==> config.mk <==
export PLATFORM = sky130hd
export DESIGN_NAME = alu_muldiv
export DESIGN_NICKNAME = d
export VERILOG_FILES = /design/src/rtl/alu_muldiv.sv
export SDC_FILE = /design/constraint.sdc
export NUM_CORES = 2
export LEC_CHECK = 0
export BUFFER_PORTS_ARGS = -buffer_cell sky130_fd_sc_hd__buf_2
export CAP_MARGIN = 20
export CORE_MARGIN = 3
export CORE_UTILIZATION = 40
export DETAILED_ROUTE_END_ITERATION = 7
export PLACE_DENSITY_LB_ADDON = 0.25
export SETUP_SLACK_MARGIN = 0.02
export SLEW_MARGIN = 40
export SYNTH_ARGS = -nofsm -noshare
export SYNTH_HDL_FRONTEND = slang
export SYNTH_SLANG_ARGS = --single-unit
==> constraint.sdc <==
create_clock -name clk -period 7.95 [get_ports clk]
set_input_delay 0.795 -clock clk [delete_from_list [all_inputs] [get_ports clk]]
set_output_delay 0.795 -clock clk [all_outputs]
set_load 0.01 [all_outputs]
==> src/rtl/alu_muldiv.sv <==
// Iterative RV M-extension multiply/divide unit.
// One operation in flight. A multiply is a radix-2 shift-add and a divide is a
// restoring division, both on unsigned magnitudes with a sign fix at the end.
// Divide-by-zero and signed overflow skip the iteration and finish immediately.
// Ports:
//   clk, reset           clock, asynchronous active-low reset
//   in_valid/in_ready    request handshake (ready only in IDLE)
//   funct3, is_word      op select (0..7 = MUL..REMU), *W variant when XLEN=64
//   op_a, op_b, rd       operands and destination tag
//   flush                kill whatever is in flight, back to IDLE
//   out_valid/out_ready  result handshake; out_data/out_rd held until taken
//   busy                 FSM not in IDLE
module alu_muldiv #(
  parameter int unsigned XLEN  = 64,
  parameter int unsigned RADDR = 5
) (
  input  logic             clk,
  input  logic             reset,
  input  logic             in_valid,
  output logic             in_ready,
  input  logic [2:0]       funct3,
  input  logic             is_word,
  input  logic [XLEN-1:0]  op_a,
  input  logic [XLEN-1:0]  op_b,
  input  logic [RADDR-1:0] rd,
  input  logic             flush,
  output logic             out_valid,
  input  logic             out_ready,
  output logic [XLEN-1:0]  out_data,
  output logic [RADDR-1:0] out_rd,
  output logic             busy
);

  localparam int unsigned CW       = $clog2(XLEN) + 1;
  localparam int unsigned P2       = 2 * XLEN;
  localparam int unsigned WSH      = XLEN - 32;
  localparam bit          HAS_WORD = (XLEN == 64);

  typedef enum logic [1:0] {
    S_IDLE = 2'd0,
    S_CALC = 2'd1,
    S_DONE = 2'd2
  } state_t;

  state_t            r_state;
  logic [CW-1:0]     r_cnt;
  logic [2:0]        r_f3;
  logic              r_word;
  logic              r_neg;
  logic              r_rneg;
  logic [XLEN-1:0]   r_hi;
  logic [XLEN-1:0]   r_lo;
  logic [XLEN-1:0]   r_opd;
  logic              r_in_ready;
  logic              r_busy;
  logic              r_out_valid;
  logic [XLEN-1:0]   r_out_data;
  logic [RADDR-1:0]  r_out_rd;

  // Operand preparation
  logic              w_word;
  logic              w_sgn_a;
  logic              w_sgn_b;
  logic [XLEN-1:0]   w_ax;
  logic [XLEN-1:0]   w_bx;
  logic              w_a_neg;
  logic              w_b_neg;
  logic [XLEN-1:0]   w_ma;
  logic [XLEN-1:0]   w_mb;
  logic [XLEN-1:0]   w_min;
  logic              w_b_zero;
  logic              w_ovf;
  logic              w_bypass;
  logic [XLEN-1:0]   w_byp_res;
  logic [XLEN-1:0]   w_byp_out;

  // Iteration and result formatting
  logic [XLEN:0]     w_msum;
  logic [XLEN:0]     w_rsh;
  logic [XLEN:0]     w_rsub;
  logic [XLEN-1:0]   w_hi_nx;
  logic [XLEN-1:0]   w_lo_nx;
  logic [P2-1:0]     w_p;
  logic [P2-1:0]     w_ps;
  logic [XLEN-1:0]   w_mhi;
  logic [XLEN-1:0]   w_mres;
  logic [XLEN-1:0]   w_qs;
  logic [XLEN-1:0]   w_rs;
  logic [XLEN-1:0]   w_res;
  logic [XLEN-1:0]   w_fin;

  assign in_ready  = r_in_ready;
  assign busy      = r_busy;
  assign out_valid = r_out_valid;
  assign out_data  = r_out_data;
  assign out_rd    = r_out_rd;

  // Sign-extend/zero-extend operands, take magnitudes, detect bypass cases
  always_comb begin
    w_word  = is_word & HAS_WORD;
    w_sgn_a = 1'b0;
    w_sgn_b = 1'b0;
    case (funct3)
      3'd0, 3'd1, 3'd4, 3'd6: begin w_sgn_a = 1'b1; w_sgn_b = 1'b1; end
      3'd2:                   begin w_sgn_a = 1'b1; w_sgn_b = 1'b0; end
      default:                begin w_sgn_a = 1'b0; w_sgn_b = 1'b0; end
    endcase

    w_ax = op_a;
    w_bx = op_b;
    if (w_word) begin
      w_ax = w_sgn_a ? XLEN'($signed(op_a[31:0])) : XLEN'(op_a[31:0]);
      w_bx = w_sgn_b ? XLEN'($signed(op_b[31:0])) : XLEN'(op_b[31:0]);
    end
    w_a_neg = w_sgn_a & w_ax[XLEN-1];
    w_b_neg = w_sgn_b & w_bx[XLEN-1];
    w_ma    = w_a_neg ? (~w_ax + XLEN'(1)) : w_ax;
    w_mb    = w_b_neg ? (~w_bx + XLEN'(1)) : w_bx;

    w_min    = w_word ? ({XLEN{1'b1}} << 31) : (XLEN'(1) << (XLEN - 1));
    w_b_zero = (w_bx == '0);
    w_ovf    = w_sgn_a & funct3[2] & (w_ax == w_min) & (w_bx == '1);
    w_bypass = funct3[2] & (w_b_zero | w_ovf);

    // Zero divisor: q = all ones, r = dividend. Overflow: q = dividend, r = 0.
    if (funct3[1]) w_byp_res = w_b_zero ? w_ax : '0;
    else           w_byp_res = w_b_zero ? '1   : w_ax;
    w_byp_out = w_word ? XLEN'($signed(w_byp_res[31:0])) : w_byp_res;
  end

  // One iteration step; the final result is formed from the last step's values
  always_comb begin
    w_msum = {1'b0, r_hi} + {1'b0, (r_lo[0] ? r_opd : '0)};
    w_rsh  = {r_hi, r_lo[XLEN-1]};
    w_rsub = w_rsh - {1'b0, r_opd};
    if (r_f3[2]) begin
      // restoring step: keep the difference when it did not borrow
      w_hi_nx = w_rsub[XLEN] ? w_rsh[XLEN-1:0] : w_rsub[XLEN-1:0];
      w_lo_nx = {r_lo[XLEN-2:0], ~w_rsub[XLEN]};
    end else begin
      w_hi_nx = w_msum[XLEN:1];
      w_lo_nx = {w_msum[0], r_lo[XLEN-1:1]};
    end

    // A word multiply leaves its 64-bit product 32 places up in the register pair
    w_p    = {w_hi_nx, w_lo_nx};
    if (r_word) w_p = w_p >> WSH;
    w_ps   = r_neg ? (~w_p + P2'(1)) : w_p;
    w_mhi  = r_word ? XLEN'(w_ps[63:32]) : w_ps[P2-1:XLEN];
    w_mres = (r_f3[1:0] == 2'd0) ? w_ps[XLEN-1:0] : w_mhi;

    w_qs  = r_neg  ? (~w_lo_nx + XLEN'(1)) : w_lo_nx;
    w_rs  = r_rneg ? (~w_hi_nx + XLEN'(1)) : w_hi_nx;
    w_res = r_f3[2] ? (r_f3[1] ? w_rs : w_qs) : w_mres;
    w_fin = r_word ? XLEN'($signed(w_res[31:0])) : w_res;
  end

  // Control FSM and datapath registers
  always_ff @(posedge clk or negedge reset) begin
    if (!reset) begin
      r_state     <= S_IDLE;
      r_cnt       <= '0;
      r_f3        <= '0;
      r_word      <= 1'b0;
      r_neg       <= 1'b0;
      r_rneg      <= 1'b0;
      r_hi        <= '0;
      r_lo        <= '0;
      r_opd       <= '0;
      r_in_ready  <= 1'b1;
      r_busy      <= 1'b0;
      r_out_valid <= 1'b0;
      r_out_data  <= '0;
      r_out_rd    <= '0;
    end else if (flush) begin
      r_state     <= S_IDLE;
      r_cnt       <= '0;
      r_in_ready  <= 1'b1;
      r_busy      <= 1'b0;
      r_out_valid <= 1'b0;
    end else begin
      case (r_state)
        S_IDLE: begin
          if (in_valid) begin
            r_f3       <= funct3;
            r_word     <= w_word;
            r_out_rd   <= rd;
            r_neg      <= w_a_neg ^ w_b_neg;
            r_rneg     <= w_a_neg;
            r_hi       <= '0;
            r_in_ready <= 1'b0;
            r_busy     <= 1'b1;
            if (w_bypass) begin
              r_state     <= S_DONE;
              r_out_valid <= 1'b1;
              r_out_data  <= w_byp_out;
            end else begin
              r_state <= S_CALC;
              r_cnt   <= w_word ? CW'(32) : CW'(XLEN);
              if (funct3[2]) begin
                // dividend is shifted out MSB-first, so park a word at the top
                r_opd <= w_mb;
                r_lo  <= w_word ? (w_ma << WSH) : w_ma;
              end else begin
                r_opd <= w_ma;
                r_lo  <= w_mb;
              end
            end
          end
        end
        S_CALC: begin
          r_hi  <= w_hi_nx;
          r_lo  <= w_lo_nx;
          r_cnt <= r_cnt - CW'(1);
          if (r_cnt == CW'(1)) begin
            r_state     <= S_DONE;
            r_out_valid <= 1'b1;
            r_out_data  <= w_fin;
          end
        end
        S_DONE: begin
          if (out_ready) begin
            r_state     <= S_IDLE;
            r_out_valid <= 1'b0;
            r_in_ready  <= 1'b1;
            r_busy      <= 1'b0;
          end
        end
        default: begin
          r_state    <= S_IDLE;
          r_in_ready <= 1'b1;
          r_busy     <= 1'b0;
        end
      endcase
    end
  end

endmodule

==> run_results.csv <==
group,metric,value,unit
sta,tightest_slew,0.992,ns
detailed_routing,wl_met1,106,mm
cts,post-cts-setup-buffers,0,
pwr,swShare,62.6,%
cts,cts_max_path_buffers,3,
floorplanning,row_count,117,
synth,synthTopCellsByCount,"nand2_1 (698), a21oi_1 (623), o21ai_0 (598), nor2_1 (594), clkbuf_1 (307)",
floorplanning,fp.coreArea,103000,um^2
sta,finalSetupViolCount,0,
synth,synth_area_per_cell,6.89,um^2
setup_path,cp-start-kind,"register",
detailed_routing,wire_per_inst,38.5,um
pwr,pwr-share-seq,13.6,%
floorplanning,initial_utilization,40.6,%
cts,numCtsBuffers,40,
sta,fin_skew,0.0216,ns
final_layout,syn2layout_area_growth,13.6,%
place,gp_congestion,1.18,
pwr,cellPowerDensity,435,nW/um^2
setup_path,cp-end-kind,"register",
detailed_routing,route.detailed.drc,18,
synth,synthXorXnorAreaFrac,7.61,%
synth,synth-seq-cells,279,
final_layout,layout.cells.non_filler,7632,
synth,synth-edff-count,0,
hold_path,hold_class,"input pin to asynchronous set/reset pin",
cts,cts.clk_slew.worst_paths,0.06,ns
cts,ctsRootBufferMaster,"clkbuf_16",
synth,yosysWarnings,0,
cts,cts_tree,"yes",
floorplanning,io_pins,214,
global_route,grt_pass1_vias,49386,
pwr,p_comb_share,76.7,%
pwr,total_power,20.6,mW
detailed_routing,dr.max_layer_used,"met5",
detailed_routing,vias_per_cell,7.11,
synth,synthCells,6045,
synth,post_synth_fa_ha_maj_area_fraction,4.68,%
sta,rsz0062_at_grt,"no",
detailed_routing,wl_met2,116,mm
job,maxCapViolations,0,
global_route,grt_max_degree,106,
cts,clk_latency,0.63,ns
pwr,clkPwrFrac,9.7,%
setup_path,crit_type,"register to register",
sta,setup_tns,0,ns
synth,synth_top_cell_area_share,16.7,%
global_route,track_usage,52.2,%
synth,syn-num-nets,6325,
sta,whs,0.0891,ns
pwr,peakVddDrop,224,uV
setup_path,worstPathMaxFanout,9,
cts,htreeDepth,2,
detailed_routing,antenna_left,0,
synth,synth_largest_area_cell,"dfrtp_1",
floorplanning,dieWidth,329,um
cts,cts_sinks,279,
global_route,grt_overflow,0,
run_status,violations,"DRC",
pwr,p_leak,18.8,nW
detailed_routing,first_pass_iters,8,
global_route,grt_pass1_wl,399,mm
global_route,grt_antenna_before_repair,31,
synth,ys_seq_area_share,16.8,%
floorplanning,dieArea,108000,um^2
pwr,p_sw,12.9,mW
synth,synth.most_common_cell,"nand2_1",
synth,synth_area,41700,um^2
sta,fmax,129,MHz
synth,synth_top_family_by_area,"compound AO/OA/AOI/OAI gates",
sta,relSlewSlack,33.2,%
detailed_routing,vias,54272,
detailed_routing,wirelength,293,mm
final_layout,final_layout_size_suffix_gt1_share,14.7,%
cts,cts_resized,0,
detailed_routing,route.met3.wl,40.6,mm
place,dp.cells,7542,
synth,synth_simple_gate_area_share,26.4,%
pwr,p_int,7.70,mW
place,dp_slack,0.575,ns
place,dp_hpwl,238,mm
detailed_routing,detail_route.iter0.violations,8779,
synth,synth.mux.area_fraction,5.83,%
sta,period_share,97.6,%
synth,ys.flop_type,"dfrtp_1",
setup_path,cp.arrival,8.26,ns
setup_path,cp.required,8.45,ns
synth,ys_types,117,
sta,fin_crit,7.76,ns
cts,ctsHoldBuffers,0,
synth,synth-compound-area-share,32.9,%
synth,synthTopCellsByArea,"dfrtp_1 (17%), a21oi_1 (7.5%), o21ai_0 (7.2%)",
run_status,outcome,"complete, but fails checks",
sta,hold_viol_final,0,
sta,finalMaxSlewViolations,0,
synth,postSynth.asyncResetShare,100,%
sta,setup_slack,0.188,ns
final_layout,nNetsFinal,6496,
place,io_buffer_count,213,
floorplanning,die_h,329,um
==> cells in the final DEF, fill, tap and decap left out, drive strengths merged, types with 90 or more instances in the layout <==
master,n
nand3,138
ha,136
dfrtp,278
o21ai,623
mux2i,121
a211oi,94
nand2,700
nor2,596
nor3,190
a21oi,625
buf,565
nand4,111
nor4,90
inv,167
and2,113
xor2,140
xnor2,222
==> path summary, 6_finish.rpt <==
| check | startpoint | end | slack (ns) | depth (start not counted) |
|---|---|---|---|---|
| setup / recovery | r_hi[44] | out_data[44] | 0.19 | 22 |
| hold reg to reg | out_data[31] | out_data[31] | 0.49 | 2 |
| setup reg to reg | r_hi[44] | out_data[44] | 0.19 | 22 |
| min in group clk | rd[4] | out_rd[4] | 0.42 | 2 |
| max in group asynchronous | reset | r_lo[28] | 6.57 | 3 |
| hold / removal | reset | r_cnt[3] | 0.09 | 1 |
==> power by group through the flow <==
stage               clock network (mW)  registers (mW)  logic [mW]
finish                            2.00            2.80        15.8
global route                      2.03            2.78        16.0
CTS                               1.99            2.71        14.8
detailed placement                   0            2.73        14.7
global placement                     0            2.73        14.7
floorplan                            0            2.32        8.04
==> flip-flops by register name, indices dropped and copies added (netlist names), 2 cells and up <==
name	flops
r_state	2
r_f3	3
r_lo	64
r_opd	64
r_cnt	7
out_rd	5
r_hi	64
out_data	64
==> metrics by stage <==
step           area (um^2)  utilization, %
2_1_floorplan        41700               -
3_3_place_gp         45500            44.3
3_5_place_dp         45800            44.7
4_1_cts              47200            46.0
5_1_grt              47300            46.1
6_report             47300            46.1
==> area by class of cell <==
type	count	area [um^2]
Antenna cell	18	45.0
Clock buffer	48	1050
Clock inverter	24	315
Fill cell	10737	55300
Inverter	165	621
Multi-Input combinational cell	5165	32700
Sequential cell	279	7000
Tap cell	1368	1710
Timing Repair Buffer	565	3870
==> metal layers <==
layer / global-route usage, % / vias to the layer above
met5: 3.13 / -
met4: 42.4 / 28
met3: 21.7 / 1158
met2: 73.0 / 4379
met1: 61.7 / 25829
li1: - / 22878
==> cells by family (layout without fill, tap and decap cells) <==
| kind of cell | after synthesis | count (layout) |
|---|---|---|
| and+or+nand+nor | 2275 | 2275 |
| AOI/OAI and AO/OA | 2160 | 2160 |
| buffers and inverters | 601 | 802 |
| xor gates and xnor gates | 362 | 362 |
| DFF | 279 | 279 |
| muxes | 209 | 209 |
| adders and majority gates | 159 | 159 |
| other | 0 | 18 |
==> critical path, cell delays in order, from the launching register on <==
cell      delay (ns)
dfrtp_1         0.46
ha_1            0.60
a21oi_1         0.23
o21ai_1         0.45
nor2_1          0.19
a311o_1         0.48
a21oi_4         0.42
a211oi_4        0.13
a21oi_1         0.31
ha_1            0.31
nand2_1         0.17
or2_1           0.33
or4_1           0.60
or2_1           0.32
o41a_1          0.42
nor3_2          0.52
nand4_1         0.40
nor2_1          0.46
buf_4           0.21
nand3_1         0.07
o21ai_0         0.08
a221oi_1        0.12
o32a_1          0.36
(Power assumes the default switching activity.)
